`src/rtl/apb_rr_pkg.sv`:
```
// apb_rr_pkg: shared types and defaults for the round-robin APB master.
//   state_t   - transfer sequencer states (IDLE, SETUP, ACCESS)
//   DEF_*     - default widths, requester count and timeout
//   cnt_width - width of a counter that must hold values 0..t-1 (minimum 1)
package apb_rr_pkg;

    typedef enum logic [1:0] {
        ST_IDLE   = 2'd0,
        ST_SETUP  = 2'd1,
        ST_ACCESS = 2'd2
    } state_t;

    localparam int DEF_NUM_REQ    = 2;
    localparam int DEF_ADDR_WIDTH = 32;
    localparam int DEF_DATA_WIDTH = 32;
    localparam int DEF_TIMEOUT    = 16;

    function automatic int cnt_width(input int t);
        return (t < 2) ? 1 : $clog2(t);
    endfunction

endpackage

```
`src/rtl/apb_rr_master_rr_arbiter.sv`:
```
// rr_arbiter: round-robin pick among NUM_REQ requesters.
//   PCLK, PRESET - clock, synchronous active-high reset (pointer -> 0)
//   req          - request vector (already qualified by the caller)
//   advance      - grant taken this cycle; pointer moves past the winner
//   grant        - one-hot grant, zero when no request
//   grant_idx    - index of the granted requester
module rr_arbiter #(
    parameter  int NUM_REQ = 2,
    localparam int IDX_W   = $clog2(NUM_REQ)
) (
    input  logic               PCLK,
    input  logic               PRESET,
    input  logic [NUM_REQ-1:0] req,
    input  logic               advance,
    output logic [NUM_REQ-1:0] grant,
    output logic [IDX_W-1:0]   grant_idx
);

    logic [IDX_W-1:0] ptr_q, ptr_d;

    // Scan upward from the pointer with wrap; first hit wins.
    always_comb begin
        logic             found;
        logic [IDX_W-1:0] idx;
        found     = 1'b0;
        idx       = '0;
        grant     = '0;
        grant_idx = ptr_q;
        for (int i = 0; i < NUM_REQ; i++) begin
            idx = IDX_W'((int'(ptr_q) + i) % NUM_REQ);
            if (!found && req[idx]) begin
                found     = 1'b1;
                grant     = '0;
                grant[idx] = 1'b1;
                grant_idx = idx;
            end
        end
    end

    always_comb begin
        ptr_d = ptr_q;
        if (advance) ptr_d = IDX_W'((int'(grant_idx) + 1) % NUM_REQ);
    end

    always_ff @(posedge PCLK) begin
        if (PRESET) ptr_q <= '0;
        else        ptr_q <= ptr_d;
    end

endmodule

```
`src/rtl/apb_rr_master.sv`:
```
// apb_rr_master: shares one APB slave between NUM_REQ valid/ready requesters.
//   PCLK, PRESET          - clock, synchronous active-high reset
//   req_valid/req_ready   - per-requester command handshake (ready one-hot)
//   req_addr/write/wdata  - packed per-requester command fields
//   rsp_valid             - one-hot, one-cycle response pulse
//   rsp_rdata, rsp_err    - response payload, held until the next response
//   PSEL..PSLVERR         - APB master port
// A hung ACCESS phase is aborted with rsp_err after TIMEOUT cycles (0 = never).
module apb_rr_master
    import apb_rr_pkg::*;
#(
    parameter int NUM_REQ    = DEF_NUM_REQ,
    parameter int ADDR_WIDTH = DEF_ADDR_WIDTH,
    parameter int DATA_WIDTH = DEF_DATA_WIDTH,
    parameter int TIMEOUT    = DEF_TIMEOUT
) (
    input  logic                          PCLK,
    input  logic                          PRESET,
    input  logic [NUM_REQ-1:0]            req_valid,
    output logic [NUM_REQ-1:0]            req_ready,
    input  logic [NUM_REQ*ADDR_WIDTH-1:0] req_addr,
    input  logic [NUM_REQ-1:0]            req_write,
    input  logic [NUM_REQ*DATA_WIDTH-1:0] req_wdata,
    output logic [NUM_REQ-1:0]            rsp_valid,
    output logic [DATA_WIDTH-1:0]         rsp_rdata,
    output logic                          rsp_err,
    output logic                          PSEL,
    output logic                          PENABLE,
    output logic                          PWRITE,
    output logic [ADDR_WIDTH-1:0]         PADDR,
    output logic [DATA_WIDTH-1:0]         PWDATA,
    input  logic [DATA_WIDTH-1:0]         PRDATA,
    input  logic                          PREADY,
    input  logic                          PSLVERR
);

    localparam int IDX_W = $clog2(NUM_REQ);
    localparam int CNT_W = cnt_width(TIMEOUT);

    typedef struct packed {
        logic [ADDR_WIDTH-1:0] addr;
        logic                  write;
        logic [DATA_WIDTH-1:0] wdata;
    } cmd_t;

    logic [NUM_REQ-1:0][ADDR_WIDTH-1:0] addr_v;
    logic [NUM_REQ-1:0][DATA_WIDTH-1:0] wdata_v;
    assign addr_v  = req_addr;
    assign wdata_v = req_wdata;

    state_t                 state_q, state_d;
    cmd_t                   cmd_q, cmd_d;
    logic [IDX_W-1:0]       gidx_q, gidx_d;
    logic [CNT_W-1:0]       cnt_q, cnt_d;
    logic [NUM_REQ-1:0]     rsp_valid_q, rsp_valid_d;
    logic [DATA_WIDTH-1:0]  rsp_rdata_q, rsp_rdata_d;
    logic                   rsp_err_q, rsp_err_d;

    logic [NUM_REQ-1:0]     arb_req, arb_grant;
    logic [IDX_W-1:0]       arb_idx;
    logic                   accept;
    logic                   timeout_hit;

    // Only offer requests to the arbiter when a new command can be taken.
    assign arb_req   = req_valid & {NUM_REQ{(state_q == ST_IDLE) && !PRESET}};
    assign accept    = |arb_grant;
    assign req_ready = arb_grant;

    rr_arbiter #(.NUM_REQ(NUM_REQ)) u_arb (
        .PCLK      (PCLK),
        .PRESET    (PRESET),
        .req       (arb_req),
        .advance   (accept),
        .grant     (arb_grant),
        .grant_idx (arb_idx)
    );

    assign timeout_hit = (TIMEOUT != 0) && (cnt_q == CNT_W'(TIMEOUT - 1));

    always_comb begin
        state_d     = state_q;
        cmd_d       = cmd_q;
        gidx_d      = gidx_q;
        cnt_d       = cnt_q;
        rsp_valid_d = '0;
        rsp_rdata_d = rsp_rdata_q;
        rsp_err_d   = rsp_err_q;
        case (state_q)
            ST_IDLE: begin
                if (accept) begin
                    cmd_d   = '{addr: addr_v[arb_idx], write: req_write[arb_idx],
                                wdata: wdata_v[arb_idx]};
                    gidx_d  = arb_idx;
                    state_d = ST_SETUP;
                end
            end
            ST_SETUP: begin
                cnt_d   = '0;
                state_d = ST_ACCESS;
            end
            ST_ACCESS: begin
                // PREADY takes priority so a completion on the last allowed
                // cycle is not reported as a timeout.
                if (PREADY) begin
                    rsp_valid_d = NUM_REQ'(1) << gidx_q;
                    rsp_rdata_d = cmd_q.write ? '0 : PRDATA;
                    rsp_err_d   = PSLVERR;
                    state_d     = ST_IDLE;
                end else if (timeout_hit) begin
                    rsp_valid_d = NUM_REQ'(1) << gidx_q;
                    rsp_rdata_d = '0;
                    rsp_err_d   = 1'b1;
                    state_d     = ST_IDLE;
                end else if (TIMEOUT != 0) begin
                    cnt_d = cnt_q + CNT_W'(1);
                end
            end
            default: state_d = ST_IDLE;
        endcase
    end

    always_ff @(posedge PCLK) begin
        if (PRESET) begin
            state_q     <= ST_IDLE;
            cmd_q       <= '0;
            gidx_q      <= '0;
            cnt_q       <= '0;
            rsp_valid_q <= '0;
            rsp_rdata_q <= '0;
            rsp_err_q   <= 1'b0;
        end else begin
            state_q     <= state_d;
            cmd_q       <= cmd_d;
            gidx_q      <= gidx_d;
            cnt_q       <= cnt_d;
            rsp_valid_q <= rsp_valid_d;
            rsp_rdata_q <= rsp_rdata_d;
            rsp_err_q   <= rsp_err_d;
        end
    end

    assign PSEL      = (state_q != ST_IDLE);
    assign PENABLE   = (state_q == ST_ACCESS);
    assign PADDR     = cmd_q.addr;
    assign PWRITE    = cmd_q.write;
    assign PWDATA    = cmd_q.wdata;
    assign rsp_valid = rsp_valid_q;
    assign rsp_rdata = rsp_rdata_q;
    assign rsp_err   = rsp_err_q;

endmodule

```
`config.mk`:
```
export PLATFORM = sky130hd
export DESIGN_NAME = apb_rr_master
export DESIGN_NICKNAME = d
export VERILOG_FILES = /design/src/rtl/apb_rr_pkg.sv /design/src/rtl/apb_rr_master_rr_arbiter.sv /design/src/rtl/apb_rr_master.sv
export SDC_FILE = /design/constraint.sdc
export NUM_CORES = 1
export LEC_CHECK = 0
export ABC_CLOCK_PERIOD_IN_PS = 2390
export BUFFER_PORTS_ARGS = -buffer_cell sky130_fd_sc_hd__buf_2
export CAP_MARGIN = 20
export CELL_PAD_IN_SITES_DETAIL_PLACEMENT = 1
export CELL_PAD_IN_SITES_GLOBAL_PLACEMENT = 2
export CORE_UTILIZATION = 25
export CTS_BUF_LIST = sky130_fd_sc_hd__clkbuf_4 sky130_fd_sc_hd__clkbuf_8
export DETAILED_ROUTE_END_ITERATION = 12
export PLACE_DENSITY = 0.91
export SLEW_MARGIN = 20
export SYNTH_ARGS = -nofsm -noshare
export SYNTH_HDL_FRONTEND = slang
export SYNTH_SLANG_ARGS = --single-unit
```
`constraint.sdc`:
```
create_clock -name PCLK -period 2.39 [get_ports PCLK]
set_input_delay 0 -clock PCLK [delete_from_list [all_inputs] [get_ports PCLK]]
set_output_delay 0 -clock PCLK [all_outputs]
set_load 0.02 [all_outputs]
```
# Word level (Yosys, flattened, before mapping)
# Index checks and enable logic that the tools add are counted.
# W data, S select, Z words.
# word_totals
ff_bits,108
input_bits,168
output_inout_bits,104
elab_cells,76
# classes
n_addsub,3
n_lt_le_gt_ge,5
n_eq_ne,7
shifts,1
muxes,32
bitwise,2
reduce_logical,16
# op_table
operator,n
$mux W32,7
$mux W2,7
$mux W1,12
$mux W4,2
$pmux W4 S2,1
$lt A1 B2 Y1 const B,3
$ne A2 B2 Y1 const B,3
$pmux W2 S3,1
$reduce_and A2 Y1,3
$reduce_bool A2 Y1,3
$add A4 B1 Y4 const B,1
$eq A4 B4 Y1 const B,1
$logic_and A1 B1 Y1,4
$reduce_or A2 Y1,2
$ne A3 B1 Y1 const B,1
$reduce_and A3 Y1,1
$add A1 B1 Y1 const B,2
$and A2 B2 Y2,1
$demux W1 S1,2
$eq A2 B1 Y1 const B,1
$eq A2 B2 Y1 const B,1
$ge A1 B1 Y1 const B,2
$logic_not A1 Y1,2
$logic_not A2 Y1,1
other kinds (2),2

# Logic depth before layout (Yosys ltp)
# Gate-level depths: netlist of the first run.
# logic_depth
ltp_word,12
mapped_depth,8
ltp_nobuf,6

# By module
# From an unflattened synthesis of the first run, not the netlist that was laid out.
# unflattened
cells_unflattened,433
area_unflattened_um2,4496.8
# modules_own_cells
module,n_inst,cells_per_inst,area_each_um2,seq_area_each_um2
apb_rr_master,1,423,4426.7,2142.1
rr_arbiter,1,10,70.1,20.0

# Worst setup path before layout of the first run
# Ideal clock, no wire load.
# synth_timing
kind,reg2reg
startpoint,reg state_q[0]
endpoint,"reg cmd_q, in the netlist PADDR[17]"
setup_time_ns,0.144
arrival_time_ns,1.584
required_ns,2.246
slack_ns,0.662
path_stages_with_launch,9
n_path_buf,2
synth_period_minus_slack_ns,1.728
cell_sequence,dfxtp_1 -> inv_1 -> ha_1 -> nand2b_1 -> o31a_1 -> buf_4 -> buf_4 -> nor4_2 -> nor4_2
# synth_via
elab_chain_len,11
elab_cells_between_ends,17
cone_classes,mux: 10; bitwise: 1; reduce/logical: 6
# synth_lines
item,line,rtl
"start, declared",apb_rr_master.sv:51,"state_t state_q, state_d;"
"start signal, assigned",apb_rr_master.sv:132,state_q <= state_d;
$logic_not A2 Y1 (*),"apb_rr_master.sv:65, apb_rr_master.sv:88",
$logic_and A1 B1 Y1,apb_rr_master.sv:65,assign arb_req = req_valid & {NUM_REQ{(state_q == ST_IDLE) && !PRESET}};
$and A2 B2 Y2,apb_rr_master.sv:65,
$mux W1 (implied by the code) (2 in a row),apb_rr_master_rr_arbiter.sv:31,if (!found && req[idx]) begin
$mux W1,apb_rr_master_rr_arbiter.sv:31,
$logic_not A1 Y1,apb_rr_master_rr_arbiter.sv:31,
$logic_and A1 B1 Y1,apb_rr_master_rr_arbiter.sv:31,
$mux W1 or $mux W2 (tied branches),apb_rr_master_rr_arbiter.sv:31,
$mux W32 (implied by the code) or $reduce_or A2 Y1 (tied branches),"apb_rr_master.sv:91, apb_rr_master.sv:66",
$mux W32 (implied by the code) or $reduce_and A2 Y1 (tied branches),-,
"end signal, assigned",apb_rr_master.sv:133,cmd_q <= cmd_d;
"end, declared",apb_rr_master.sv:52,"cmd_t cmd_q, cmd_d;"
# Mark *: on every way between the ends. The rest lies on a longest branch, timed or not. The select of a mux whose other input is x is not followed.
# A chain may end at the register's enable or synchronous reset.

# Final worst setup path of the first run
# layout_timing
startpoint,reg state_q[1]
endpoint,"reg cmd_q, in the netlist PADDR[19]"
# Same word-level chain as after synthesis.

==> metrics.md, run 1 <==
| Metric | Value |
|---|---|
| Final Cycle Share | `0.925` |
| Number of global-route vias before repair | `about 6300` |
| Non-Filler Instances | `roughly 1200` |
| Max Slew Vio Count | `0` |
| Via density | `roughly 5.2` |
| Die area | `~21000 µm²` |
| Commonest non-fill, non-tap cell in the layout | `buf_2` |
| Setup WS post-layout | `between 0.15 and 0.2 ns` |
| Fillers | `approximately 2300` |
| Post-placement cell area | `~6600 µm²` |
| Die Wd | `~140 µm` |
| Worst Path Arrival | `roughly 2.5 ns` |
| WL per Instance | `18.5 µm` |
| IO Count | `between 200 and 300` |
| Post-synth cell types | `33` |
| Row count | `approximately 50` |
| DRT iter0 DRCs | `191` |
| Largest net degree at the start of global routing | `slightly below 60` |
| CP max FO | `between 40 and 50` |
| CP required | `approximately 2.7 ns` |
| Final ANT Viol Nets | `0` |
| Number of synthesized flops with an enable pin | `0` |
| Post-route cell area | `about 8000 µm²` |
| Chain of cells forming the critical path | `inv_1 > ha_1 > and2b_4 > o21ai_4 > buf_12 > nor4_1 > nor4_2` |
| Input/output buffers | `271` |
| Synth warnings | `0` |
| Clock root cell | `clkbuf_8` |
| Ratio of cells with drive above 1 in the final layout | `0.395` |
| Leak pwr | `between 3 and 4 nW` |
| DPL Wire Length | `around 13000 µm` |
| Layout Skew | `~0.018 ns` |
| Final min period | `2.21 ns` |
| Max_slew headroom | `0.569` |
| DRT Wirelength | `22000 µm` |
| Critical path class | `reg -> reg` |
| Clock slew at reported path FFs | `around 0.12 ns` |
| WHS | `roughly 0.004 ns` |
| Crit path capture type | `flip-flop` |
| Startpoint types | `flip-flop` |
| Antenna violations before repair | `1` |
| Max Freq | `453 MHz` |
| Post-layout util | `0.413` |
| Area grow syn2layout | `60.8%` |
| Final #Nets | `1090` |
| DRC errors left | `0` |
| GR Overflow Total | `0` |
| Dpl ws | `around 0.28 ns` |
| CTS H-Tree Depth | `3` |
| Placer Congestion | `~0.74` |
| GRT Total Usage | `0.206` |
| Slowest stage cell, crit path | `nor4_1` |
| Crit-path max cell delay | `around 0.5 ns` |
| Post-synth net total | `around 730` |
| FFs w/ async S/R, synth | `0` |
| Synth area leaders | `dfxtp_1, nor4_1, nor4_2` |
| Initial core utilization | `0.257` |
| Die height | `144 µm` |
| CTS tree | `yes` |
| Maximum vdd drop | `about 0.00043 V` |
| ANT cells | `0` |
| Longest Clk Path Bufs | `2` |
| Setup TNS | `0 ns` |
| Synth Cell Area | `approximately 5000 µm²` |
| Clock latency on the worst-skew pair | `around 0.40 ns` |
| Largest area contributor in the netlist | `dfxtp_1` |
| Worst hold-check path type | `in -> reg` |
| Outcome | `complete, no violations` |
| Seq cells post-synth | `between 100 and 150` |
| Total CTS buffers | `9` |
| Most frequent cells in the layout | `buf_2, nor4_1, dlygate4sd3_1` |
| Placed insts | `between 1000 and 1500` |
| Register area share after synthesis | `0.430` |
| Final hold vios | `0` |
| CTS resizes | `0` |
| Setup violators final | `0` |
| Clk sinks | `about 110` |
| Syn avg cell area | `9.01 µm²` |
| Post-Syn Instances | `558` |
| Max-cap violations | `0` |
| Tot Pwr | `~6.5 mW` |
| Share of the synthesized area in the top cell type | `0.430` |
| Worst Tran Pin Value | `around 0.65 ns` |
| DR pass1 iterations | `6` |
| Top_reg_cell synth | `dfxtp_1` |
| Via count | `around 6000` |
| Core area | `19600 µm²` |
| Unrepaired setup endpoints after global routing | `no` |
| First-pass GRT wire length | `33100 µm` |
| Power Density | `a little over 800 nW/µm²` |
timing repair:
item / CTS / global route
buffers inserted: 0 / 0
hold endpoints to repair: 95 / 1
hold buffers: 126 / 1
final cells by class:
type	instances	area (µm²)	area share
tap	265	332	0.0410
clock buffer	9	124	0.0153
sequential	108	2160	0.267
timing repair buffer	416	2820	0.348
inverter	6	22.5	0.00279
clock inverter	7	86.3	0.0107
multi-input combinational	376	2540	0.315
critical path, delay by kind of cell, from the launching register on:
| family | cells | cell delay, ns |
|---|---|---|
| AND/OR/NAND/NOR | 3 | 0.88 |
| adder cells (fa/ha/maj) | 1 | 0.38 |
| flip-flops | 1 | 0.35 |
| buffers and inverters | 2 | 0.34 |
| AO/OA/AOI/OAI | 1 | 0.13 |
registers in the layout (all words and copies together), names as in the netlist:
signal and cells:
cnt_q 4, u_arb.ptr_q 1, PWDATA 32, state_q 2, PADDR 32, rsp_err 1, gidx_q 1, PWRITE 1
rsp_rdata 32, rsp_valid 2
power by group:
group,switching (mW),internal (mW)
combinational,1.99,1.03
sequential,0.188,2.12
clock,0.786,0.426
total,2.96,3.58
routing by layer:
metal / track usage / part of all wire / wire [µm] / vias up
met5: 0 / 0.00036 / 8 / -
met4: 0.0980 / 0.031 / 683 / 2
met3: 0.0510 / 0.070 / 1530 / 55
met2: 0.368 / 0.50 / 11000 / 254
met1: 0.228 / 0.40 / 8740 / 2988
li1: - / - / - / 2840
cell usage after synthesis (all sizes together) (2+ instances only):
cell type	number
nand2b	6
a21oi	7
nand3	2
o21ai	2
inv	6
buf	45
nor2	104
clkbuf	23
a22oi	34
nand2	2
ha	5
mux2i	3
nand3b	3
nor4	196
dfxtp	108
nor3b	2
kinds of logic after synthesis:
group	Yosys count	share of synthesized area
flip-flops	108	0.430
multiplexers	3	0.00597
buffers and inverters	74	0.0729
adder cells (fa/ha/maj)	5	0.0124
AND/OR/NAND/NOR	320	0.409
AO/OA/AOI/OAI	48	0.0694
final timing paths:
path                                               end                     from  cells past startpoint  slack, ns
worst max-delay path            PADDR[19]$_SDFFE_PP0P_  state_q[1]$_SDFFE_PP0P_                      7       0.18
worst min-delay path               PWRITE$_SDFFE_PP0P_             req_write[1]                      3      0.004
worst max register to register  PADDR[19]$_SDFFE_PP0P_  state_q[1]$_SDFFE_PP0P_                      7       0.18
worst min register to register    rsp_err$_SDFFE_PP0P_     rsp_err$_SDFFE_PP0P_                      2       0.46
No activity file was read; power rests on OpenSTA's default activity.
==> inputs of run 2 (changes only) <==
BUFFER_PORTS_ARGS = not set   (was -buffer_cell sky130_fd_sc_hd__buf_2)
CORE_UTILIZATION = 36   (was 25)
DONT_BUFFER_PORTS = 1   (was not set)
PLACE_DENSITY = 0.92   (was 0.91)
==> run 2 against run 1 <==
Against the previous run:
- synthesized cell count unchanged
- the run now fails in clock tree synthesis (4_1_cts)
- area after synthesis unchanged
==> metrics.md, run 2 <==
| Metric | Value |
|---|---|
| Syn avg cell area | `9.01 µm²` |
| CTS Hold Bufs | `roughly 140` |
| Post-Syn Instances | `around 560` |
| CTS H-Tree Depth | `3` |
| FFs w/ async S/R, synth | `0` |
| Clock root cell | `clkbuf_8` |
| DPL Wire Length | `10900 µm` |
| CTS resizes | `0` |
| Longest Clk Path Bufs | `2` |
| Clk sinks | `about 110` |
| Synth warnings | `0` |
| Share of the synthesized area in the top cell type | `0.430` |
| Failing step | `clock tree synthesis (4_1_cts)` |
| Input/output buffers | `0` |
| Number of synthesized flops with an enable pin | `0` |
| Placer Congestion | `roughly 0.77` |
| Post-synth top cells | `nor4_1, dfxtp_1, nor2_1` |
| Total CTS buffers | `9` |
| Die height | `approximately 120 µm` |
| Row count | `42` |
| Post-synth net total | `731` |
| Synth Cell Area | `5030 µm²` |
| Outcome | `stopped before the end` |
| Die Wd | `around 120 µm` |
| Seq cells post-synth | `between 100 and 150` |
| Largest area contributor in the netlist | `dfxtp_1` |
| Err | `[ERROR RSZ-0060] Max buffer count reached.` |
| Most common cell in the synthesized netlist | `nor4_1` |
| Synth area leaders | `dfxtp_1, nor4_1, nor4_2` |
| Post-CTS Repair Setup Buffers | `0` |
| Post-placement cell area | `approximately 5200 µm²` |
| Initial core utilization | `0.374` |
| IO Count | `272` |
| Top_reg_cell synth | `dfxtp_1` |
| Register area share after synthesis | `0.430` |
| Post-synth cell types | `33` |
## run 2: cell counts after synthesis
Identical to the previous run, type by type.
## run 2: stage by stage
stage          std cells  setup slack [ns]  utilization
2_1_floorplan        558             0.662            -
3_3_place_gp         684             0.485        0.384
3_5_place_dp         684             0.327        0.384
## run 2: cells by family after synthesis
kind of cell | synth area share
simple gates | 0.409
flops | 0.430
buf+inv | 0.0729
compound gates | 0.0694
fa+ha+maj | 0.0124
mux | 0.00597
==> inputs of run 3 (changes only) <==
CELL_PAD_IN_SITES_DETAIL_PLACEMENT = not set   (was 1)
CELL_PAD_IN_SITES_GLOBAL_PLACEMENT = not set   (was 2)
CORE_UTILIZATION = 40   (was 36)
CTS_BUF_LIST = not set   (was sky130_fd_sc_hd__clkbuf_4 sky130_fd_sc_hd__clkbuf_8)
PLACE_DENSITY = not set   (was 0.92)
PLACE_DENSITY_LB_ADDON = 0.15   (was not set)
==> run 3 against run 2 <==
Against the previous run:
- synthesized cell count unchanged
- the flow again stops in clock tree synthesis (4_1_cts)
- area after synthesis unchanged
==> metrics.md, run 3 <==
| Metric | Value |
|---|---|
| IO Count | `around 270` |
| Post-synth net total | `roughly 730` |
| Top_reg_cell synth | `dfxtp_1` |
| Synth warnings | `0` |
| Placer Congestion | `approximately 0.78` |
| Total CTS buffers | `9` |
| Initial core utilization | `0.415` |
| Err | `[ERROR RSZ-0060] Max buffer count reached.` |
| Post-synth cell types | `33` |
| Clock root cell | `clkbuf_16` |
| Post-synth top cells | `nor4_1, dfxtp_1, nor2_1` |
| Most common cell in the synthesized netlist | `nor4_1` |
| CTS Hold Bufs | `~140` |
| Post-CTS Repair Setup Buffers | `0` |
| Seq cells post-synth | `108` |
| Clk sinks | `108` |
| CTS resizes | `0` |
| Largest area contributor in the netlist | `dfxtp_1` |
| Longest Clk Path Bufs | `2` |
| DPL Wire Length | `about 9400 µm` |
| Register area share after synthesis | `0.430` |
| Failing step | `clock tree synthesis (4_1_cts)` |
| Synth area leaders | `dfxtp_1, nor4_1, nor4_2` |
| Input/output buffers | `0` |
| Post-Syn Instances | `roughly 560` |
| Row count | `40` |
| Die Wd | `114 µm` |
| Syn avg cell area | `between 9 and 10 µm²` |
| Synth Cell Area | `5030 µm²` |
| Outcome | `stopped before the end` |
| Dpl ws | `roughly 0.23 ns` |
| Share of the synthesized area in the top cell type | `0.430` |
| FFs w/ async S/R, synth | `0` |
| CTS H-Tree Depth | `3` |
| Number of synthesized flops with an enable pin | `0` |
| Die height | `~110 µm` |
==> run 3: cell counts after synthesis <==
No cell type changed its count.
==> run 3: kinds of logic after synthesis <==
logic type	Yosys count	synth area share
buffers and inverters	74	0.0729
AOI/OAI and AO/OA	48	0.0694
DFF	108	0.430
adders and majority gates	5	0.0124
muxes	3	0.00597
and+or+nand+nor	320	0.409
==> run 3: metrics by stage <==
| stage | instance area (µm²) | std cells |
|---|---|---|
| 2_1_floorplan | 5030 | 558 |
| 3_3_place_gp | 5080 | 670 |
| 3_5_place_dp | 5080 | 670 |
